`src/rtl/alu_dp_pkg.sv`:
```
// Shared definitions for the registered ARM data-processing ALU:
// opcode encodings, NZCV bit positions, controller states and opcode class helpers.
package alu_dp_pkg;

  localparam logic [3:0] OP_AND = 4'd0;
  localparam logic [3:0] OP_EOR = 4'd1;
  localparam logic [3:0] OP_SUB = 4'd2;
  localparam logic [3:0] OP_RSB = 4'd3;
  localparam logic [3:0] OP_ADD = 4'd4;
  localparam logic [3:0] OP_ADC = 4'd5;
  localparam logic [3:0] OP_SBC = 4'd6;
  localparam logic [3:0] OP_RSC = 4'd7;
  localparam logic [3:0] OP_TST = 4'd8;
  localparam logic [3:0] OP_TEQ = 4'd9;
  localparam logic [3:0] OP_CMP = 4'd10;
  localparam logic [3:0] OP_CMN = 4'd11;
  localparam logic [3:0] OP_ORR = 4'd12;
  localparam logic [3:0] OP_MOV = 4'd13;
  localparam logic [3:0] OP_BIC = 4'd14;
  localparam logic [3:0] OP_MVN = 4'd15;

  localparam int FLAG_N = 3;
  localparam int FLAG_Z = 2;
  localparam int FLAG_C = 1;
  localparam int FLAG_V = 0;

  typedef enum logic {
    ST_IDLE = 1'b0,
    ST_MUL  = 1'b1
  } state_t;

  // Logical ops take C from the shifter and leave V alone.
  function automatic logic op_is_logical(input logic [3:0] op);
    case (op)
      OP_AND, OP_EOR, OP_TST, OP_TEQ,
      OP_ORR, OP_MOV, OP_BIC, OP_MVN: op_is_logical = 1'b1;
      default:                        op_is_logical = 1'b0;
    endcase
  endfunction

  // Compare/test ops only produce flags; writeback is suppressed.
  function automatic logic op_writes_result(input logic [3:0] op);
    case (op)
      OP_TST, OP_TEQ, OP_CMP, OP_CMN: op_writes_result = 1'b0;
      default:                        op_writes_result = 1'b1;
    endcase
  endfunction

endpackage

```
`src/rtl/alu_mul_iter.sv`:
```
// Iterative shift-add multiplier. One partial product is folded in per cycle over
// WIDTH cycles; o_prod is the accumulator value that the current step will produce,
// so the final product is available combinationally in the cycle where o_done is high.
module alu_mul_iter
  import alu_dp_pkg::*;
#(
  parameter int WIDTH = 32
) (
  input  logic             clk,
  input  logic             rst_n,
  input  logic             i_start,
  input  logic             i_accumulate,
  input  logic [WIDTH-1:0] i_a,
  input  logic [WIDTH-1:0] i_b,
  input  logic [WIDTH-1:0] i_c,
  output logic             o_done,
  output logic [WIDTH-1:0] o_prod
);

  localparam int CW = $clog2(WIDTH + 1);

  logic [CW-1:0]    r_cnt;
  logic [WIDTH-1:0] r_acc;
  logic [WIDTH-1:0] r_mcand;
  logic [WIDTH-1:0] r_mplier;
  logic [WIDTH-1:0] w_acc_next;

  // Only the low WIDTH product bits are kept, so the multiplicand can shift out the top.
  assign w_acc_next = r_acc + (r_mplier[0] ? r_mcand : '0);
  assign o_prod     = w_acc_next;
  assign o_done     = (r_cnt == CW'(1));

  // Load operands on start, then step until the down-counter reaches zero and park.
  always_ff @(posedge clk or negedge rst_n) begin
    if (!rst_n) begin
      r_cnt    <= '0;
      r_acc    <= '0;
      r_mcand  <= '0;
      r_mplier <= '0;
    end else if (i_start) begin
      r_cnt    <= CW'(WIDTH);
      r_acc    <= i_accumulate ? i_c : '0;
      r_mcand  <= i_a;
      r_mplier <= i_b;
    end else if (r_cnt != '0) begin
      r_cnt    <= r_cnt - CW'(1);
      r_acc    <= w_acc_next;
      r_mcand  <= {r_mcand[WIDTH-2:0], 1'b0};
      r_mplier <= {1'b0, r_mplier[WIDTH-1:1]};
    end
  end

endmodule

```
`src/rtl/alu_dp_pipe.sv`:
```
// Registered ARM data-processing ALU with NZCV flag register and optional iterative
// multiplier. Single output register with valid/ready on both sides.
//
// state   | meaning
// --------+---------------------------------------------------------------
// ST_IDLE | accepting requests; ALU ops complete in one cycle
// ST_MUL  | multiplier stepping; input stalled until the product loads
module alu_dp_pipe
  import alu_dp_pkg::*;
#(
  parameter int WIDTH  = 32,
  parameter int MUL_EN = 1
) (
  input  logic             clk,
  input  logic             rst_n,
  input  logic             in_valid,
  output logic             in_ready,
  input  logic [3:0]       opcode,
  input  logic             set_flags,
  input  logic             is_mul,
  input  logic             accumulate,
  input  logic [WIDTH-1:0] operand_a,
  input  logic [WIDTH-1:0] operand_b,
  input  logic [WIDTH-1:0] operand_c,
  input  logic             shifter_carry,
  output logic             out_valid,
  input  logic             out_ready,
  output logic [WIDTH-1:0] result,
  output logic             write_result,
  output logic [3:0]       flags_nzcv,
  output logic             busy
);

  state_t           r_state;
  logic             r_out_valid;
  logic             r_write_result;
  logic             r_mul_set_flags;
  logic [WIDTH-1:0] r_result;
  logic [3:0]       r_flags;

  logic             w_accept;
  logic             w_mul_req;
  logic             w_mul_done;
  logic [WIDTH-1:0] w_mul_prod;
  logic             w_is_logical;
  logic [WIDTH-1:0] w_x;
  logic [WIDTH-1:0] w_y;
  logic             w_cin;
  logic [WIDTH:0]   w_sum;
  logic [WIDTH-1:0] w_logic_res;
  logic [WIDTH-1:0] w_alu_res;
  logic             w_alu_v;
  logic [3:0]       w_alu_flags;
  logic [3:0]       w_mul_flags;

  assign in_ready  = (r_state == ST_IDLE) && (!r_out_valid || out_ready);
  assign w_accept  = in_valid && in_ready;
  assign w_mul_req = (MUL_EN != 0) && is_mul;

  // Map every arithmetic op onto x + y + cin; subtraction uses ~operand so C is NOT borrow.
  always_comb begin
    w_x         = operand_a;
    w_y         = operand_b;
    w_cin       = 1'b0;
    w_logic_res = '0;
    case (opcode)
      OP_SUB, OP_CMP: begin w_y = ~operand_b; w_cin = 1'b1; end
      OP_RSB:         begin w_x = operand_b; w_y = ~operand_a; w_cin = 1'b1; end
      OP_ADD, OP_CMN: w_cin = 1'b0;
      OP_ADC:         w_cin = r_flags[FLAG_C];
      OP_SBC:         begin w_y = ~operand_b; w_cin = r_flags[FLAG_C]; end
      OP_RSC:         begin w_x = operand_b; w_y = ~operand_a; w_cin = r_flags[FLAG_C]; end
      OP_AND, OP_TST: w_logic_res = operand_a & operand_b;
      OP_EOR, OP_TEQ: w_logic_res = operand_a ^ operand_b;
      OP_ORR:         w_logic_res = operand_a | operand_b;
      OP_MOV:         w_logic_res = operand_b;
      OP_BIC:         w_logic_res = operand_a & ~operand_b;
      OP_MVN:         w_logic_res = ~operand_b;
      default:        w_logic_res = '0;
    endcase
  end

  assign w_sum        = {1'b0, w_x} + {1'b0, w_y} + {{WIDTH{1'b0}}, w_cin};
  assign w_is_logical = op_is_logical(opcode);
  assign w_alu_res    = w_is_logical ? w_logic_res : w_sum[WIDTH-1:0];
  assign w_alu_v      = (w_x[WIDTH-1] == w_y[WIDTH-1]) && (w_sum[WIDTH-1] != w_x[WIDTH-1]);

  // Candidate flags for an ALU op; V is carried through unchanged for logical ops.
  always_comb begin
    w_alu_flags         = r_flags;
    w_alu_flags[FLAG_N] = w_alu_res[WIDTH-1];
    w_alu_flags[FLAG_Z] = (w_alu_res == '0);
    if (w_is_logical) begin
      w_alu_flags[FLAG_C] = shifter_carry;
    end else begin
      w_alu_flags[FLAG_C] = w_sum[WIDTH];
      w_alu_flags[FLAG_V] = w_alu_v;
    end
  end

  // Multiply only touches N and Z.
  always_comb begin
    w_mul_flags         = r_flags;
    w_mul_flags[FLAG_N] = w_mul_prod[WIDTH-1];
    w_mul_flags[FLAG_Z] = (w_mul_prod == '0);
  end

  generate
    if (MUL_EN != 0) begin : g_mul
      alu_mul_iter #(
        .WIDTH(WIDTH)
      ) u_mul (
        .clk          (clk),
        .rst_n        (rst_n),
        .i_start      (w_accept && w_mul_req),
        .i_accumulate (accumulate),
        .i_a          (operand_a),
        .i_b          (operand_b),
        .i_c          (operand_c),
        .o_done       (w_mul_done),
        .o_prod       (w_mul_prod)
      );
    end else begin : g_no_mul
      assign w_mul_done = 1'b0;
      assign w_mul_prod = '0;
    end
  endgenerate

  // Controller, output register and flag register; flags load on the same edge as result.
  always_ff @(posedge clk or negedge rst_n) begin
    if (!rst_n) begin
      r_state         <= ST_IDLE;
      r_out_valid     <= 1'b0;
      r_write_result  <= 1'b0;
      r_mul_set_flags <= 1'b0;
      r_result        <= '0;
      r_flags         <= 4'b0000;
    end else begin
      case (r_state)
        ST_IDLE: begin
          if (w_accept) begin
            if (w_mul_req) begin
              r_state         <= ST_MUL;
              r_out_valid     <= 1'b0;
              r_mul_set_flags <= set_flags;
            end else begin
              r_result       <= w_alu_res;
              r_write_result <= op_writes_result(opcode);
              r_out_valid    <= 1'b1;
              if (set_flags) r_flags <= w_alu_flags;
            end
          end else if (out_ready) begin
            r_out_valid <= 1'b0;
          end
        end
        ST_MUL: begin
          if (w_mul_done) begin
            r_state        <= ST_IDLE;
            r_result       <= w_mul_prod;
            r_write_result <= 1'b1;
            r_out_valid    <= 1'b1;
            if (r_mul_set_flags) r_flags <= w_mul_flags;
          end
        end
        default: r_state <= ST_IDLE;
      endcase
    end
  end

  assign out_valid    = r_out_valid;
  assign result       = r_result;
  assign write_result = r_write_result;
  assign flags_nzcv   = r_flags;
  assign busy         = (r_state == ST_MUL);

endmodule

```
`config.mk`:
```
export PLATFORM = sky130hd
export DESIGN_NAME = alu_dp_pipe
export DESIGN_NICKNAME = d
export VERILOG_FILES = /design/src/rtl/alu_dp_pkg.sv /design/src/rtl/alu_mul_iter.sv /design/src/rtl/alu_dp_pipe.sv
export SDC_FILE = /design/constraint.sdc
export NUM_CORES = 1
export LEC_CHECK = 0
export ABC_CLOCK_PERIOD_IN_PS = 3900
export CAP_MARGIN = 20
export CORE_MARGIN = 4
export CORE_UTILIZATION = 40
export CTS_BUF_LIST = sky130_fd_sc_hd__clkbuf_4 sky130_fd_sc_hd__clkbuf_8
export DETAILED_ROUTE_END_ITERATION = 6
export SKIP_CTS_REPAIR_TIMING = 1
export SYNTH_ARGS = -nofsm -noshare
export SYNTH_HDL_FRONTEND = slang
export SYNTH_HIERARCHICAL = 1
export SYNTH_SLANG_ARGS = --single-unit
```
`constraint.sdc`:
```
create_clock -name clk -period 3.9 [get_ports clk]
set_clock_uncertainty 0.05 [all_clocks]
set_input_delay 0.585 -clock clk [delete_from_list [all_inputs] [get_ports clk]]
set_output_delay 0.585 -clock clk [all_outputs]
set_load 0.02 [all_outputs]
```
* Word-level counts from Yosys, hierarchy flattened
Memories as Yosys holds them, arrays and structs flattened.
Cells that the tools add are included.
** Storage, ports and cells
- Register bits after elaboration :: 142
- Memory bits (read-only) :: 16
- Output and inout bits :: 40
- Word-level logic and storage cells :: 112
- Memories :: 1
** Memory list
- (no name shown) :: depth 16, width 1, read ports 1, clocked after Yosys merged registers in 0, wr ports 0, line alu_dp_pkg.sv:34 : case (op)
** Cells by class
- $add $sub $neg :: 4
- Eq/ne operators :: 24
- Mux-type cells :: 40
- Bitwise operators :: 7
- Reductions and logical operators :: 24
** Operator list (count)
- two-way mux 32 bit :: 13
- one-hot mux 32 bit (6 select lines) :: 1
- one-hot mux 32 bit (2 select lines) :: 2
- AND 32 bit :: 2
- zero test 32 bit :: 2
- NOT 32 bit :: 2
- adder 32 x 32 -> 33 bit :: 1
- adder 33 x 1 -> 33 bit :: 1
- adder 32 bit :: 1
- equality test 4 bit, second input constant :: 8
- bitwise OR 32 bit :: 1
- XOR 32 bit :: 1
- two-way mux 4 bit :: 5
- equality test 4 x 3 -> 1 bit, second input constant :: 3
- two-way mux 1 bit :: 12
- two-way mux 6 bit :: 2
- AND reduction 5 bit :: 2
- OR reduction 3 bit :: 3
- equality test 4 x 2 -> 1 bit, second input constant :: 2
- inequality test 2 bit, second input constant :: 4
- one-hot mux 1 bit (2 select lines) :: 4
- one-hot mux 4 bit (2 select lines) :: 1
- equality test 6 x 1 -> 1 bit, second input constant :: 1
- AND reduction 3 bit :: 2
- other kinds (17) :: 23

* Longest topological paths before layout
Gate-level depths: netlist (run 1).
- Word-level depth :: 12
- Mapped depth :: 22

* Hierarchy
Netlist (run 1), hierarchy kept.
** Modules (own cells, without submodules)
- alu_dp_pipe :: instances 1, cells each 1066, area each 7145.6 um^2, sequential area each 1001.0 um^2
- alu_mul_iter :: instances 1, cells each 738, area each 6662.6 um^2, sequential area each 2552.4 um^2

* Least setup slack after synthesis (run 1)
Ideal clock, no wire load.
- Path type :: input to register
- From :: input port opcode[0]
- To :: register r_flags[2] (netlist: flags_nzcv[2])
- Setup time :: 0.066 ns
- Arrival :: 4.882 ns
- Slack :: -1.098 ns
- Stages on the path :: 22
- Buffers on the path :: 5
- Cell sequence :: buf_2 > buf_2 > buf_2 > buf_2 > nor3_1 > o21bai_1 > clkbuf_1 > nor2_1 > a211oi_1 > fa_1 > inv_1 > fa_1 > a211oi_1 > o31a_2 > a21oi_2 > nor4b_1 > o31ai_1 > xnor2_1 > o21ai_0 > nor4_2 > nand4_1 > nand2_1
** Between the ends
- Word-level cells in the longest chain between the ends :: 11
- Elaborated cells between the ends (all ways) :: 33
** Ends and longest elaborated chain
- start: declaration :: line alu_dp_pipe.sv:18 : input logic [3:0] opcode,
- equality test 4 bit, or another cell as far along :: line alu_dp_pipe.sv:66 : case (opcode)
- OR reduction 3 bit (no source line) / OR reduction 2 bit (equally long branches)
- one-hot mux 32 bit (2 select lines) / two-way mux 32 bit (equally long branches) :: line alu_dp_pipe.sv:66
- adder 32 x 32 -> 33 bit :: line alu_dp_pipe.sv:83 : assign w_sum = {1'b0, w_x} + {1'b0, w_y} + {{WIDTH{1'b0}}, w_cin};
- adder 33 x 1 -> 33 bit :: line alu_dp_pipe.sv:83
- two-way mux 32 bit (*) :: line alu_dp_pipe.sv:85 : assign w_alu_res = w_is_logical ? w_logic_res : w_sum[WIDTH-1:0];
- zero test 32 bit (*) :: line alu_dp_pipe.sv:92 : w_alu_flags[FLAG_Z] = (w_alu_res == '0);
- two-way mux 4 bit (*) :: line alu_dp_pipe.sv:150 : if (set_flags) r_flags <= w_alu_flags;
- two-way mux 4 bit (*) :: line alu_dp_pipe.sv:142 : if (w_mul_req) begin
- two-way mux 4 bit (*) :: line alu_dp_pipe.sv:141 : if (w_accept) begin
- one-hot mux 4 bit (2 select lines) (*) :: line alu_dp_pipe.sv:139 : case (r_state)
- end signal: assignment :: line alu_dp_pipe.sv:150
- end signal: assignment :: line alu_dp_pipe.sv:162 : if (r_mul_set_flags) r_flags <= w_mul_flags;
- end: declaration :: line alu_dp_pipe.sv:39 : logic [3:0] r_flags;
Mark *: on every way between the ends. The rest lies on a longest branch, timed or not. The select of a mux whose other input is x is not followed.
A chain may end at the register's enable or synchronous reset.

* Worst setup path after layout (run 1)
- From :: register g_mul.u_mul.r_mplier[0]
- To :: register r_flags[2] (netlist: flags_nzcv[2])
** Between the ends
- Word-level cells in the longest chain between the ends :: 6
** Ends and longest elaborated chain
- start: declaration :: line alu_mul_iter.sv:25 : logic [WIDTH-1:0] r_mplier;
- start signal: assignment :: line alu_mul_iter.sv:44 : r_mplier <= i_b;
- start signal: assignment :: line alu_mul_iter.sv:49 : r_mplier <= {1'b0, r_mplier[WIDTH-1:1]};
- two-way mux 32 bit :: line alu_mul_iter.sv:29 : assign w_acc_next = r_acc + (r_mplier[0] ? r_mcand : '0);
- adder 32 bit :: line alu_mul_iter.sv:29
- net w_mul_prod[29] :: line alu_dp_pipe.sv:44 : logic [WIDTH-1:0] w_mul_prod;
- zero test 32 bit :: line alu_dp_pipe.sv:105 : w_mul_flags[FLAG_Z] = (w_mul_prod == '0);
- two-way mux 4 bit :: line alu_dp_pipe.sv:162
- two-way mux 4 bit :: line alu_dp_pipe.sv:157 : if (w_mul_done) begin
- one-hot mux 4 bit (2 select lines) :: line alu_dp_pipe.sv:139
The timed path passes the listed nets, and every way through them passes these cells. The select of a mux whose other input is x is not followed.

==> results of run 1 <==
==> sequential cells by signal, summed over array words and instances, names as in the netlist <==
name                  flops
busy                      1
flags_nzcv                4
g_mul.u_mul/r_acc        32
g_mul.u_mul/r_cnt         6
g_mul.u_mul/r_mcand      32
g_mul.u_mul/r_mplier     32
out_valid                 1
r_mul_set_flags           1
result                   32
write_result              1
==> Yosys cell counts, drive strengths merged (11+ instances only) <==
library cell    n
a21oi         124
and2           37
nor3           27
a221oi         12
a211oi         18
mux2i         105
xnor2          30
nor2b          15
xor2           30
o21ai         251
o211ai         14
nand3          34
buf            31
nand2         255
inv            86
a31oi          16
clkbuf         89
o31ai          21
nand4          19
o21a           13
dfrtp         142
nor2          113
ha             96
a22oi          11
a21o           30
nor4           17
==> kinds of logic after synthesis <==
group,count (synthesis)
AOI/OAI and AO/OA,603
and+or+nand+nor,584
buffers and inverters,207
DFF,142
muxes,109
adders and majority gates,99
xor gates and xnor gates,60
==> area by class of cell <==
cell class,count,area share (%)
inverters,87,1.76
clock buffers,17,1.25
well taps,448,2.98
flip-flops and latches,142,18.9
repair buffers,468,21.4
clock inverters,15,0.919
multi-input cells,1455,52.8
==> layer usage <==
metal	global-route usage (%)	routed length [um]	part of all wire, %	up-vias
met5	0	0	0	-
met4	8.23	1440	2.7	0
met3	4.54	3510	6.5	73
met2	45.2	25100	46	464
met1	37.8	24200	45	7161
li1	-	-	-	7268
==> power by group <==
part | switching [mW] | internal [mW] | total [mW]
clock network | 0.721 | 0.539 | 1.26
registers | 0.540 | 2.16 | 2.70
logic | 3.95 | 3.38 | 7.33
total | 5.21 | 6.08 | 11.3
==> worst paths after layout <==
kind	end	slack [ps]	cells past startpoint	startpoint
max in group asynchronous	result[24]$_DFFE_PN0P_	2920	2	rst_n
worst min register to register	result[2]$_DFFE_PN0P_	460	1	result[2]$_DFFE_PN0P_
worst max-delay path	flags_nzcv[2]$_DFFE_PN0P_	-30	17	g_mul.u_mul/r_mplier[0]$_DFFE_PN0P_
min in group clk	result[2]$_DFFE_PN0P_	460	1	result[2]$_DFFE_PN0P_
worst max register to register	flags_nzcv[2]$_DFFE_PN0P_	-30	17	g_mul.u_mul/r_mplier[0]$_DFFE_PN0P_
worst min-delay path	g_mul.u_mul/r_cnt[4]$_DFFE_PN0P_	30	1	rst_n
==> per-stage QoR <==
step                TNS (ps)  area, um^2
floorplan              -3700       14000
global placement      -18050       17800
detailed placement    -19540       17800
CTS                    -4170       18200
global route            -392       18800
finish                 -26.8       18800
==> flow_summary.yaml, run 1 <==
outcome:
  run_status: "finished, violations left"
  violations: "negative setup slack"
placed_design:
  dp_hpwl_mm: 42.2
  portBuffers: 147
  place.gp.congestion: 0.960
  post-place-ws_ps: -933
  post-place-cells: 2584
worst_setup_path:
  startpoint_type: "flip-flop"
  crit_type: "reg -> reg"
  critical_path_buf_inv_count: 4
  critical-path-max-stage-delay_ps: 420
  endpoint_kind: "flip-flop"
  path_cells: "buf_6, buf_4, buf_4, and2_1, ha_1, a21oi_1, o21a_1, o211ai_4, buf_4, a221oi_2, xnor2_1, nor4_1, and4_1, nand4_1, nor4_4, o21ba_4, nand2_2"
  crit_top_cell: "buf_4"
  cpLargestDelayFamily: "simple AND/OR/NAND/NOR gates"
  crit_path_top_delay_cell: "dfrtp_1"
  worstPathArrival_ps: 4300
  critPathMaxFanout: 16
  cp.required_ps: 4270
logic_synthesis:
  synthXorXnorAreaFrac_pct: 3.81
  synth_cell_types: 92
  ys_seq_area_share_pct: 25.7
  synth_compound_gate_area_share_pct: 27.4
  synthTopCellsByArea: "dfrtp_1 (26%), o21ai_0 (8.8%), ha_1 (8.7%), mux2i_1 (7.6%), nand2_1 (6.9%)"
  synth_edf_count: 0
  avgSynthCellArea_um2: 7.65
  synth-seq-cells: 142
  synth_nets: 2011
  ys_warn_count: 6
  synth_mux_area_share_pct: 7.94
  yosys_most_used_dff: "dfrtp_1"
  synth_top_family_by_area: "compound AO/OA/AOI/OAI gates"
  yosys.area.top_type_share_pct: 25.7
  synth-simple-area-share_pct: 20.0
  syn-cell-area_um2: 13800
  syn_inst: 1804
  synth-adder-area-share_pct: 9.13
  ys_async_sr_fraction_pct: 100
  post-synth-top-area-cell: "dfrtp_1"
die:
  rows: 67
  fp.dieW_um: 194
  core_area_um2: 33800
  die_area_um2: 37600
  io_pins: 148
  initial_core_util_pct: 40.9
  die_h_um: 194
global_routing:
  grt_pass1_vias: 14700
  track_usage_pct: 27.7
  antenna_found_initial: 0
  grt_first_pass_wirelength_mm: 83.2
  overflow: 0
  grt_max_degree: 65
detailed_routing:
  vias: 15000
  routed_via_density: 5.69
  ant_nets: 0
  drtIter0Drc: 1155
  drc: 0
  totalWireLength_mm: 54.2
  wl_per_cell_um: 20.6
  drtPass1Iterations: 6
sta:
  hold_ws_ps: 32.3
  worst_pin_slew_ps: 956
  maxSlewViolCount: 0
  grt_setup_unrepaired: "true"
  setup_viol: 1
  hold_viol: 0
  finalCritPeriodShare_pct: 101
  max-slew-margin-rel_pct: 36.1
  setup_slack_ps: -26.8
  clock.fmax_ghz: 0.255
  layout_min_cycle_time_ps: 3930
flow_run:
  cap_violations: 0
clocking:
  cts_max_level: 4
  clock_latency_ps: 490
  clk_transition_reported_paths_ps: 100
  cts.sinks: 142
  cts_root_buffer: "clkbuf_8"
  cts_buffer_depth: 2
  cts_tree: "built"
  cts_buffers: 17
final_layout:
  multi_input_area_um2: 9920
  final_cells: 2632
  finish.utilization_pct: 55.6
  final_common_cell: "buf_4"
  n_fill_cell: 3214
  synthToLayoutAreaGrowth_pct: 36.0
  nets: 2378
  drive_above_1_share_pct: 21.3
  antenna_cells: 0
  area.sequential_um2: 3550
  mostFrequentLayoutCells: "buf_4 (309), nand2_1 (252), o21ai_0 (232)"
pwr:
  total_power_mw: 11.3
  p_per_area_nw_per_um2: 601
  p_leak_nw: 8.60
  ir_worst_vdd_v: 0.000334
min_path:
  hp-class: "in -> async"
Note: power is estimated with default switching activity, not from simulation.
==> run 2: changes to the inputs <==
- CAP_MARGIN: 20 -> unset
==> results of run 2 <==
No change in the layout: final DEF, timing and power equal those of run 1.
==> run 3: changes to the inputs <==
- SETUP_SLACK_MARGIN: unset -> 0.3
- SLEW_MARGIN: unset -> 20
==> flow_summary.yaml, run 3 (synthesis gave the netlist of run 1 again) <==
global_routing:
  overflow: 0
  grt_max_degree: 100
  track_usage_pct: 28.5
  antenna_found_initial: 0
  grt_first_pass_wirelength_mm: 85.4
  grt_pass1_vias: 14800
sta:
  clock.fmax_ghz: 0.254
  grt_setup_unrepaired: "true"
  maxSlewViolCount: 0
  max-slew-margin-rel_pct: 36.6
  setup_slack_ps: -31.8
  tns_ps: -31.8
  worst_pin_slew_ps: 951
  finalCritPeriodShare_pct: 101
  layout_min_cycle_time_ps: 3930
  setup_viol: 1
  hold_viol: 0
worst_setup_path:
  cp-startpoint: "g_mul.u_mul/r_mplier[0]$_DFFE_PN0P_"
  endpoint_kind: "flip-flop"
  cp.required_ps: 4280
  startpoint_type: "flip-flop"
  critPathMaxFanout: 10
  worstPathArrival_ps: 4320
  crit_type: "reg -> reg"
  r2r-start: "g_mul.u_mul/r_mplier[0]$_DFFE_PN0P_"
placed_design:
  post-place-cells: 2608
  dp_hpwl_mm: 42.9
  place.gp.congestion: 0.956
  portBuffers: 147
pwr:
  power_frac_seq_pct: 22.7
  p_clk_share_pct: 12.0
  switching_share_pct: 45.3
  combPwrFrac_pct: 65.3
  p_per_area_nw_per_um2: 604
  netSwitchingPower_mw: 5.39
  p_int_mw: 6.50
  total_power_mw: 11.9
  p_leak_nw: 8.92
  ir_worst_vdd_v: 0.000488
die:
  die_area_um2: 37600
  initial_core_util_pct: 40.9
  die_h_um: 194
  io_pins: 148
  fp.dieW_um: 194
  rows: 67
  core_area_um2: 33800
final_layout:
  final_cells: 2674
  nets: 2420
  mostFrequentLayoutCells: "buf_4 (335), nand2_1 (242), o21ai_0 (208)"
  drive_above_1_share_pct: 25.9
  synthToLayoutAreaGrowth_pct: 42.5
  final_common_cell: "buf_4"
outcome:
  violations: "negative setup slack"
  run_status: "finished, violations left"
clocking:
  cts_buffer_depth: 2
  cts_root_buffer: "clkbuf_8"
  cts_max_level: 4
  cts.sinks: 142
  clk_transition_reported_paths_ps: 100
  clock_latency_ps: 490
  cts_tree: "built"
  cts_buffers: 17
detailed_routing:
  vias: 15200
  wl_per_cell_um: 21.0
  drtPass1Iterations: 5
  ant_nets: 0
  drc: 0
  totalWireLength_mm: 56.1
  drtIter0Drc: 1149
  routed_via_density: 5.68
min_path:
  hp-class: "in -> async"
flow_run:
  cap_violations: 0
==> run 3: routing by layer <==
metal	global-route usage, %	wire (um)
met1	40.3	25600
met2	46.7	26000
met4	6.32	1320
met3	3.79	3160
met5	0	0
==> run 3: path summary, 6_finish.rpt <==
check	end	slack, ps	cells after the start
setup reg to reg	flags_nzcv[2]$_DFFE_PN0P_	-30	18
max in group asynchronous	g_mul.u_mul/r_acc[6]$_DFFE_PN0P_	2980	2
setup / recovery	flags_nzcv[2]$_DFFE_PN0P_	-30	18
hold / removal	g_mul.u_mul/r_cnt[4]$_DFFE_PN0P_	30	1
hold reg to reg	result[3]$_DFFE_PN0P_	440	1
min in group clk	result[3]$_DFFE_PN0P_	440	1
==> run 3: stage by stage <==
step           util (%)  setup slack (ps)  area [um^2]  hold WS (ps)
2_1_floorplan         -              -451        14000           239
3_3_place_gp       53.3              -789        18000           432
3_5_place_dp       53.3              -807        18000           428
4_1_cts            54.6              -284        18500          28.6
5_1_grt            58.2              -267        19700          47.5
6_report           58.2             -31.8        19700          29.8
==> run 3: area by class of cell <==
| cell class | instances | area, um^2 |
|---|---|---|
| clock inverters | 13 | 203 |
| fillers | 3110 | 14100 |
| multi-input cells | 1455 | 10400 |
| inverters | 87 | 330 |
| repair buffers | 510 | 4430 |
| well taps | 448 | 561 |
| diodes | 1 | 2.50 |
| flip-flops and latches | 142 | 3550 |
| clock buffers | 18 | 241 |
==> run 3: power groups by stage <==
stage	Sequential [mW]	Combinational [mW]	Clock [mW]
after floorplan	2.73	3.72	0
after global placement	2.68	6.94	0
final	2.70	7.76	1.43
after detailed placement	2.69	7.02	0
after global routing	2.78	8.38	1.52
after CTS	2.67	7.05	1.46
==> run 3: critical path, stage by stage (launching register included) <==
cell,delay (ps)
dfrtp_1,390
buf_6,140
and2_4,140
ha_4,280
nand4_1,150
a21oi_4,200
nor3b_4,70
buf_6,130
o41a_4,450
o211ai_4,220
buf_4,150
a221oi_2,60
xnor2_1,170
nor4_1,290
and4_1,240
nand4_1,140
nor4_2,350
o21ba_4,210
nand2_1,50
